File: config.mk
export PLATFORM = sky130hd
export DESIGN_NAME = branch_target_buffer
export DESIGN_NICKNAME = d
export VERILOG_FILES = /design/src/rtl/branch_target_buffer.sv
export SDC_FILE = /design/constraint.sdc
export NUM_CORES = 1
export LEC_CHECK = 0
export ABC_AREA = 1
export CORE_MARGIN = 10
export CORE_UTILIZATION = 50
export DETAILED_ROUTE_END_ITERATION = 16
export PLACE_DENSITY = 0.7
export SLEW_MARGIN = 25
export SYNTH_ARGS = -nofsm -noshare
export SYNTH_HDL_FRONTEND = slang
export SYNTH_SLANG_ARGS = --single-unit
File: constraint.sdc
create_clock -name clk -period 3.06 [get_ports clk]
set_input_delay 0.459 -clock clk [delete_from_list [all_inputs] [get_ports clk]]
set_output_delay 0.459 -clock clk [all_outputs]
set_load 0.05 [all_outputs]
File: src/rtl/branch_target_buffer.sv
// Direct-mapped branch target buffer: combinational fetch lookup, resolve-stage updates.
// Optional per-entry 2-bit direction counter enabled by defining BTB_2BIT_CTR_EN.
module branch_target_buffer #(
    parameter int IDX_BITS = 3
) (
    input  logic        clk,
    input  logic        reset,
    input  logic [15:0] fetch_pc,
    output logic        btb_hit,
    output logic        predict_taken,
    output logic [15:0] predict_target,
    input  logic        btb_load,
    input  logic        upd_notaken,
    input  logic [15:0] upd_pc,
    input  logic [15:0] upd_target,
    input  logic        flush,
    output logic [15:0] lookup_cnt,
    output logic [15:0] hit_cnt
);

    localparam int ENTRIES = 1 << IDX_BITS;
    localparam int TAG_W   = 15 - IDX_BITS;

    logic [ENTRIES-1:0] valid_q;
    logic [TAG_W-1:0]   tag_q    [ENTRIES];
    logic [15:0]        target_q [ENTRIES];
`ifdef BTB_2BIT_CTR_EN
    logic [1:0]         ctr_q    [ENTRIES];
`endif

    logic [IDX_BITS-1:0] f_idx, u_idx;
    logic [TAG_W-1:0]    f_tag, u_tag;
    logic                u_hit;
    logic                unused_pc_bits;

    // Bit 0 of a PC never distinguishes branches, so it is dropped from index and tag.
    assign f_idx          = fetch_pc[IDX_BITS:1];
    assign f_tag          = fetch_pc[15:IDX_BITS+1];
    assign u_idx          = upd_pc[IDX_BITS:1];
    assign u_tag          = upd_pc[15:IDX_BITS+1];
    assign unused_pc_bits = fetch_pc[0] ^ upd_pc[0];

    assign btb_hit        = valid_q[f_idx] && (tag_q[f_idx] == f_tag);
    assign u_hit          = valid_q[u_idx] && (tag_q[u_idx] == u_tag);
    assign predict_target = btb_hit ? target_q[f_idx] : 16'h0000;
`ifdef BTB_2BIT_CTR_EN
    assign predict_taken  = btb_hit & ctr_q[f_idx][1];
`else
    assign predict_taken  = btb_hit;
`endif

    // NOTE: sequential state uses non-blocking assignments so every entry and
    // counter updates from the same pre-edge values.
    always_ff @(posedge clk) begin
        if (reset) begin
            valid_q    <= '0;
            lookup_cnt <= '0;
            hit_cnt    <= '0;
`ifdef BTB_2BIT_CTR_EN
            for (int i = 0; i < ENTRIES; i++) ctr_q[i] <= 2'b01;
`endif
        end else begin
            if (lookup_cnt != 16'hFFFF) lookup_cnt <= lookup_cnt + 16'd1;
            if (btb_hit && hit_cnt != 16'hFFFF) hit_cnt <= hit_cnt + 16'd1;

            // Flush beats updates; btb_load beats upd_notaken.
            if (flush) begin
                valid_q <= '0;
            end else if (btb_load) begin
                valid_q[u_idx] <= 1'b1;
`ifdef BTB_2BIT_CTR_EN
                if (!u_hit)                    ctr_q[u_idx] <= 2'b10;
                else if (ctr_q[u_idx] != 2'b11) ctr_q[u_idx] <= ctr_q[u_idx] + 2'd1;
`endif
            end else if (upd_notaken && u_hit) begin
`ifdef BTB_2BIT_CTR_EN
                if (ctr_q[u_idx] != 2'b00) ctr_q[u_idx] <= ctr_q[u_idx] - 2'd1;
`else
                valid_q[u_idx] <= 1'b0;
`endif
            end
        end
    end

    // NOTE: tag and target arrays carry no reset; valid_q alone decides whether
    // their contents mean anything, which keeps them plain RAM.
    always_ff @(posedge clk) begin
        if (!reset && !flush && btb_load) begin
            tag_q[u_idx]    <= u_tag;
            target_q[u_idx] <= upd_target;
        end
    end

endmodule

### Word level (Yosys, flattened, before mapping)

Memory sizes are Yosys's and may differ from the RTL's.
Index checks and enable logic that the tools add are counted.

| storage, ports and cells | value |
|---|---|
| memories kept | 2 |
| input bits | 53 |
| memory bits (writable) | 224 |
| register bits | 40 |
| logic and storage cells | 39 |
| output and inout port bits | 50 |

| operators by class | value |
|---|---|
| muxes and demuxes | 11 |
| bitwise gates (word level) | 3 |
| $add $sub $neg | 2 |
| equality and inequality tests | 4 |
| reductions and logical operators | 11 |
| $lt $le $gt $ge | 3 |

Memories:

| memory | words | bits a word | read ports | clocked after memory_dff | wr ports | line | text |
|---|---|---|---|---|---|---|---|
| target_q | 8 | 16 | 1 | 0 | 1 | 26 | `logic [15:0] target_q [ENTRIES];` |
| tag_q | 8 | 12 | 2 | 0 | 1 | 25 | `logic [TAG_W-1:0] tag_q [ENTRIES];` |

Operators with widths:

| operator | number |
|---|---|
| $add 16x1->16 const B | 2 |
| $ne 16x16->1 const B | 2 |
| $eq 12x12->1 | 2 |
| $mux 16 | 1 |
| $mux 8 | 2 |
| $and 8x8->8 | 1 |
| $lt 3x4->1 const B | 2 |
| $not 8->8 | 1 |
| $or 8x8->8 | 1 |
| $logic_and 1x1->1 | 7 |
| $bmux 1 s3 | 2 |
| $mux 1 | 5 |
| $demux 1 s3 | 1 |
| $ge 3x1->1 const B | 1 |
| $logic_not 1->1 | 2 |
| $reduce_bool 2->1 | 1 |
| $reduce_or 2->1 | 1 |

### Depth between registers and ports, before layout

Gate-level depths: netlist of the first run.

| depth | value |
|---|---|
| word-level depth | 8 |
| mapped depth | 18 |
| gate-level depth less buffers | 17 |

### Worst setup path after synthesis of the first run

Ideal clock, no wire load.

| timing | value |
|---|---|
| kind | input -> output |
| start | in fetch_pc[1] |
| end | out predict_target[10] |
| stages on the path | 15 |
| buffers on the path | 4 |
| data arrival time | 2.748 ns |
| data required time | 2.601 ns |
| slack | -0.147 ns |
| cells stage by stage | buf_6 > inv_4 > buf_6 > buf_6 > nand2_1 > nand3_1 > nand3_1 > nand3b_1 > nand2_2 > nor2_2 > nand3_2 > nor2_4 > inv_2 > buf_6 > nor2_1 |

| between the ends | value |
|---|---|
| word-level cells in the longest chain between the ends | 4 |
| elaborated cells on any way between the ends | 7 |
| those cells by class | eq/ne (1); mux (3); reduce/logical (1); memory (2) |

RTL lines:

| what | line | text |
|---|---|---|
| from (decl) | 8 | `input logic [15:0] fetch_pc,` |
| $mem_v2 8x12 / $bmux 1 s3 (equally long branches) | - |  |
| $eq 12x12->1 / $mux 1 (equally long branches) | 43 | `assign btb_hit = valid_q[f_idx] && (tag_q[f_idx] == f_tag);` |
| $logic_and 1x1->1 (*) | 43 |  |
| named net btb_hit | 9 | `output logic btb_hit,` |
| $mux 16 (*) | 45 | `assign predict_target = btb_hit ? target_q[f_idx] : 16'h0000;` |
| to (decl) | 11 | `output logic [15:0] predict_target,` |

The timed path passes the listed nets; every way through them passes the cells marked *. The select of a mux whose other input is x is not followed.

==> results of run 1 <==
==> area by class of cell <==
class / count / area, µm²
Clock buffer: 32 / 737
Fill cell: 2031 / 9260
Multi-Input combinational cell: 952 / 4550
Tap cell: 330 / 413
Sequential cell: 264 / 7530
Antenna cell: 1 / 2.50
Timing Repair Buffer: 183 / 1940
Inverter: 159 / 604
Clock inverter: 20 / 214
==> power by group through the flow <==
stage	Combinational [mW]	Clock [mW]	Sequential, mW
after floorplan	0.399	0	4.04
after global placement	0.707	0	4.03
after detailed placement	0.719	0	4.03
after CTS	0.731	3.52	3.95
after global routing	0.826	3.70	3.96
final	0.750	3.49	3.95
==> metal layers <==
layer	vias to the layer above	global-route usage, %
li1	5112	-
met1	4927	26.8
met2	438	33.8
met3	60	3.59
met4	0	5.91
met5	-	0
==> worst register-to-register path, cell delays in order (launching register included) <==
cell and delay (ns):
dfxtp_1 0.44, ha_1 0.26, nand3_1 0.13, nor2_1 0.18, nand2_1 0.09, nor2_1 0.16
nand2_1 0.18, nand4_1 0.18, nor2_1 0.08, or2_2 0.28, nand3_1 0.07, inv_1 0.04
==> stage by stage <==
stage / cells / hold slack (ns) / util [%] / TNS (ns)
2_1_floorplan: 1440 / 0.461 / - / -1.09
3_3_place_gp: 1884 / 0.473 / 58.8 / -0.403
3_5_place_dp: 1884 / 0.476 / 58.8 / -1.08
4_1_cts: 1937 / 0.487 / 62.8 / -0.0191
5_1_grt: 1941 / 0.526 / 63.3 / -2.04
6_report: 1941 / 0.488 / 63.3 / -0.0136
==> flip-flops by register name, summed over array words and instances, names as in the netlist, named ones only <==
register,flops
hit_cnt,16
tag_q,96
lookup_cnt,16
target_q,128
==> cells in the final DEF (no fill, tap or decap), types with 3 or more instances in the layout <==
master           synthesis  routed
o211ai_1                 8       8
xnor2_1                  5       5
clkbuf_16                0      30
nor2_1                 189     168
nand3b_1                 4       4
a21oi_1                 19      19
clkdlybuf4s50_1          0      78
inv_2                    4       5
o221ai_1                17      17
inv_1                  154     152
o22ai_1                  9       9
clkinv_2                 0       7
nand4_1                 22      22
xor2_1                  10      10
nor3_1                   8       8
buf_12                   0      28
buf_4                    6      71
o21bai_1                 4       4
bufinv_16                0       4
clkbuf_1                28       3
edfxtp_1               224     224
o21ai_1                  8      11
nor2_4                   2      26
nand3_1                 97      95
nand2_1                374     371
clkinv_1                 0       6
o21ai_0                149     146
dfxtp_1                 40      40
nand2_2                  3       6
nand3_2                  5       7
==> kinds of logic after synthesis <==
logic type               synth area share, %
flip-flops                              58.6
AO/OA/AOI/OAI                           9.63
XOR/XNOR                                1.02
AND/OR/NAND/NOR                         23.1
adder cells (fa/ha/maj)                0.195
buffers and inverters                   7.41
==> how the worst max path moves through the flow <==
stage / startpoint / cells past startpoint / slack (ns) / to
global route: tag_q[2][8] / 13 / -0.15 / predict_target[3]
global placement: fetch_pc[3] / 14 / -0.04 / predict_target[9]
CTS: tag_q[2][8] / 13 / -0.006 / predict_target[6]
finish: tag_q[5][4] / 15 / -0.007 / predict_target[13]
detailed placement: fetch_pc[3] / 15 / -0.10 / predict_target[4]
floorplan: fetch_pc[1] / 15 / -0.15 / predict_target[10]
==> repair_timing <==
action	CTS	global route
gates resized for setup	23	21
setup buffers	1	2
endpoints found under the setup margin	16	17
cloned	0	1
pin swaps	2	8
==> metrics.cfg, run 1 <==
[status]
outcome = finished with violations
failed_checks = negative setup slack

[grt]
grt_max_degree = 65
grt_pass1_wl_um = 54100
antenna_found_initial = 1
grt-ovfl-total = 0
grt.total_usage_pct = 20.4
first_global_vias = 10100

[routing]
drt-initial-drc-count = 1123
wl_met2_um = 16400
ant_nets = 0
dr.max_layer_used = met4
drtPass1Iterations = 5
drc = 0
vias = 10500
wl_met1_um = 14600
avgViaCountPerCell = 5.43
post_drt_wl_per_cell_um = 17.9
wl_um = 34800
routed-wl-met3_um = 2950

[logic_synthesis]
ys_types = 38
synthFlopType = edfxtp_1
ys_ff_latch = 264
synth_top_area_share_pct = 52.4
syn-cell-area_um2 = 12800
netlist_top_cells_count = nand2_1, edfxtp_1, nor2_1
synth_enable_flop_cells = 224
syn_nets = 1495
ys.warnings.count = 0
yosysSeqAreaShare_pct = 58.6
synthTopCellsByArea = edfxtp_1, nand2_1, dfxtp_1, o21ai_0, nor2_1
synth_top_area_cell = edfxtp_1
async_flop_share_pct = 0
yosysMostFrequentCell = nand2_1
syn_inst = 1440
syn_avg_cell_area_um2 = 8.92

[critical_path]
worstSetupEndpointType = output pin
slowest_stage = edfxtp_1
crit_arrival_ns = 2.61
reg2reg_depth = 11
path_cells = nand2_1 > o21ai_1 > nand2_1 > nand3_1 > buf_4 > nand3_1 > nand2_1 > nand2_1 > nor2_1 > nand2_1 > nor2_4 > inv_4 > clkbuf_16 > nor2_4 > buf_12
reg2reg_slack_ns = 0.86
r2r_end = lookup_cnt[11]
max_stage_delay_ns = 0.36
path_delay_family = simple AND/OR/NAND/NOR gates
required_ns = 2.60
path_buf_inv = 4
start_kind = flop
cp_common_cell = nand2_1
path_class = reg -> out
cp_max_fo = 6
r2r_start = lookup_cnt[0]

[floorplan]
die-width_um = 180
die_y_um = 180
initial_utilization_pct = 50.9
dieArea_um2 = 32500
rows = 58
core_area_um2 = 25300
ios = 103

[power_and_ir_drop]
intPower_mw = 6.28
p_total_mw = 8.20
p_sw_mw = 1.92
power_frac_comb_pct = 9.2
switching_share_pct = 23.4
peakVddDrop_mv = 0.455
power_density_nw_per_um2 = 513
seqPwrFrac_pct = 48.2
clockPowerShare_pct = 42.6
leakage_nw = 6.38

[sta]
final_max_slew_viol_count = 0
rsz0062_at_grt = true
setup-violations-final = 3
finClkSkew_ns = 0.00822
final_hold_viol_count = 0
relSlewSlack_pct = 52.0
fin_crit_ns = 3.07
timing.final.crit_share_pct = 100
fmax_ghz = 0.326
setup_slack_ns = -0.00714
tightest_slew_ns = 0.719

[finish]
syn_to_final_growth_pct = 24.5
postLayoutCellArea_um2 = 16000
nets = 1644
drive_gt1_share_pct = 12.4

[clock_tree]
clockRootBuffer = clkbuf_16
cts_tree = yes
clk_pin_slew_ns = 0.06
numCtsBuffers = 29
clock_sinks = 264
htree_num_levels = 1
postCtsHoldBufs = 0
clk_latency_ns = 0.56
clk_path_buf_depth = 3

[hold_path]
hold_class = reg -> reg
holdPathStages = 2

[placed_design]
dpl_cell_area_um2 = 14800
pre_cts_ws_ns = -0.101
port_buffers = 100
place.gp.congestion = 0.926
hpwl_um = 22300

[job]
maxCapViolCount = 0

Power figures use the tool's default switching activity.
==> inputs of run 2 (changes only) <==
--- a/config.mk
+++ b/config.mk
@@ -6,6 +6,7 @@
 export NUM_CORES = 1
 export LEC_CHECK = 0
 export ABC_AREA = 1
+export CAP_MARGIN = 20
 export CORE_MARGIN = 10
 export CORE_UTILIZATION = 50
 export DETAILED_ROUTE_END_ITERATION = 16
==> results of run 2 <==
No change in the layout: final DEF, timing and power equal those of run 1.
==> inputs of run 3 (changes only) <==
--- a/config.mk
+++ b/config.mk
@@ -7,7 +7,6 @@
 export LEC_CHECK = 0
 export ABC_AREA = 1
 export CAP_MARGIN = 20
-export CORE_MARGIN = 10
 export CORE_UTILIZATION = 50
 export DETAILED_ROUTE_END_ITERATION = 16
 export PLACE_DENSITY = 0.7
==> metrics.cfg, run 3 (synthesized netlist as in run 1, its figures left out) <==
[grt]
grt_pass1_wl_um = 52600  ; was 54100 µm
antenna_found_initial = 1  ; unchanged
first_global_vias = 10200  ; was 10100
grt.total_usage_pct = 25.8  ; was 20.4%
grt-ovfl-total = 0  ; unchanged
grt_max_degree = 77  ; was 65

[clock_tree]
htree_num_levels = 1  ; unchanged
cts_tree = yes  ; unchanged
numCtsBuffers = 28  ; was 29
clockRootBuffer = clkbuf_16  ; unchanged
clk_latency_ns = 0.53  ; was 0.56 ns
postCtsHoldBufs = 0  ; unchanged
clock_sinks = 264  ; unchanged
clk_pin_slew_ns = 0.06  ; about the same
clk_path_buf_depth = 3  ; unchanged

[finish]
largest_reg_flops = 128  ; unchanged
multi_input_area_um2 = 4550  ; about the same
drive_gt1_share_pct = 11.5  ; was 12.4%
final_util_pct = 63.2  ; was 63.3%
fillerInstances = 2055  ; was 2031
regArea_um2 = 7530  ; unchanged
nets = 1632  ; was 1644
postLayoutCellArea_um2 = 15900  ; was 16000 µm²
top_register = target_q  ; unchanged
syn_to_final_growth_pct = 24.0  ; was 24.5%
layout_commonest_cell = nand2_1  ; unchanged
fin_cells = 1928  ; was 1941
layout_common_cells = nand2_1, edfxtp_1, nor2_1, inv_1, o21ai_0  ; unchanged
top_regs = target_q: 128 flops, tag_q: 96 flops  ; unchanged
diodes = 0  ; was 1

[power_and_ir_drop]
peakVddDrop_mv = 0.425  ; was 0.455 mV
power_frac_comb_pct = 9.1  ; was 9.2%
clockPowerShare_pct = 42.1  ; was 42.6%
intPower_mw = 6.26  ; was 6.28 mW
seqPwrFrac_pct = 48.8  ; was 48.2%
power_density_nw_per_um2 = 509  ; was 513 nW/µm²
leakage_nw = 6.32  ; was 6.38 nW
p_sw_mw = 1.85  ; was 1.92 mW
switching_share_pct = 22.8  ; was 23.4%

[sta]
final_max_slew_viol_count = 0  ; unchanged
timing.final.crit_share_pct = 96.7  ; was 100%
fmax_ghz = 0.338  ; was 0.326 GHz
finClkSkew_ns = 0.0119  ; was 0.00822 ns
tightest_slew_ns = 0.584  ; was 0.719 ns
final_hold_viol_count = 0  ; unchanged
setup-violations-final = 0  ; was 3
fin_crit_ns = 2.96  ; was 3.07 ns
setup_slack_ns = 0.101  ; was -0.00714 ns
relSlewSlack_pct = 60.7  ; was 52.0%
setup_tns_ns = 0  ; was -0.0136 ns

[placed_design]
pre_cts_ws_ns = -0.0464  ; was -0.101 ns
dpl_cell_area_um2 = 14800  ; about the same
port_buffers = 100  ; unchanged
hpwl_um = 21200  ; was 22300 µm
place.gp.congestion = 0.947  ; was 0.926
place_inst = 1874  ; was 1884

[floorplan]
ios = 103  ; unchanged
rows = 58  ; unchanged
die_y_um = 162  ; was 180 µm
initial_utilization_pct = 51.0  ; was 50.9%
core_area_um2 = 25200  ; was 25300 µm²
die-width_um = 162  ; was 180 µm
dieArea_um2 = 26300  ; was 32500 µm²

[critical_path]
cp_max_fo = 8  ; was 6
worstSetupEndpointType = output pin  ; unchanged
crit_start = tag_q[0][8]  ; was tag_q[5][4]
path_class = reg -> out  ; unchanged
max_stage_delay_ns = 0.40  ; was 0.36 ns
start_kind = flop  ; unchanged
reg2reg_depth = 12  ; was 11
r2r_start = lookup_cnt[3]  ; was lookup_cnt[0]
path_delay_family = simple AND/OR/NAND/NOR gates  ; unchanged
r2r_end = lookup_cnt[11]  ; unchanged
path_buf_inv = 3  ; was 4
slowest_stage = edfxtp_1  ; unchanged
crit_arrival_ns = 2.50  ; was 2.61 ns
cp_common_cell = nand2_1  ; unchanged
path_cells = o211ai_1 > nand3_1 > nand2_1 > nand2_1 > nand2_2 > nand2_1 > nor2_1 > nand2_1 > nor2_4 > buf_12 > inv_6 > nor2_4 > buf_12  ; was nand2_1 > o21ai_1 > nand2_1 > nand3_1 > buf_4 > nand3_1 > nand2_1 > nand2_1 > nor2_1 > nand2_1 > nor2_4 > inv_4 > clkbuf_16 > nor2_4 > buf_12
required_ns = 2.60  ; about the same
reg2reg_slack_ns = 0.93  ; was 0.86 ns

[routing]
avgViaCountPerCell = 5.46  ; was 5.43
drt-initial-drc-count = 1071  ; was 1123
post_drt_wl_per_cell_um = 17.6  ; was 17.9 µm
drtPass1Iterations = 6  ; was 5
vias = 10500  ; about the same
ant_nets = 0  ; unchanged
wl_um = 33900  ; was 34800 µm
drc = 0  ; unchanged

[hold_path]
min_from = lookup_cnt[6]
hold_end = lookup_cnt[6]
hold_class = reg -> reg  ; unchanged
holdPathStages = 1  ; was 2

[status]
outcome = finished, final reports clean  ; was finished with violations

[job]
maxCapViolCount = 0  ; unchanged

## run 3: changes by cell type in the layout (fill, tap and decap cells not counted), sizes merged
cell          delta
buf             -11
clkbuf           -1
clkinv           -2
clkinvlp         +1
diode            -1
dlygate4sd2      -1
dlymetal6s2s     +1
inv              +1
## run 3: power groups by stage
stage | combinational, mW | clock [mW] | sequential (mW)
detailed placement | 0.710 | 0 | 4.03
finish | 0.739 | 3.41 | 3.95
global placement | 0.700 | 0 | 4.03
global route | 0.816 | 3.59 | 3.96
CTS | 0.718 | 3.45 | 3.95
floorplan | 0.399 | 0 | 4.04
## run 3: area by class of cell
cell class                 count  share of cell area, %
tap                          330                   2.59
sequential                   264                   47.3
inverter                     159                   3.86
timing repair buffer         171                   11.8
multi-input combinational    952                   28.6
clock inverter                19                   1.19
timing repair inverter         1                 0.0550
clock buffer                  32                   4.63
## run 3: how the worst max path moves through the flow
stage,to,cells after the start
6_report,predict_target[12],13
5_1_grt,predict_target[12],15
4_1_cts,predict_target[8],14
3_5_place_dp,predict_target[7],14
3_3_place_gp,predict_target[10],14
2_1_floorplan,predict_target[10],15
## run 3: per-stage QoR
step | total power, mW | hold WS [ns]
after global routing | 8.36 | 0.529
after CTS | 8.12 | 0.497
after global placement | 4.73 | 0.475
final | 8.11 | 0.491
after detailed placement | 4.74 | 0.481
after floorplan | 4.44 | 0.461
## run 3: per-layer routing
metal	vias up	GRT usage (%)	part of all wire, %
li1	5078	-	-
met1	4920	33.5	41
met2	427	42.9	47
met3	99	3.88	7.9
met4	2	11.5	3.6
met5	-	0	0.041
## run 3: timing repair
| item | in CTS | in global routing |
|---|---|---|
| gates resized for setup | 11 | 37 |
| setup endpoints to repair | 14 | 17 |
| cloned | 0 | 1 |
| pin swaps | 0 | 7 |
| setup buffers | 0 | 2 |
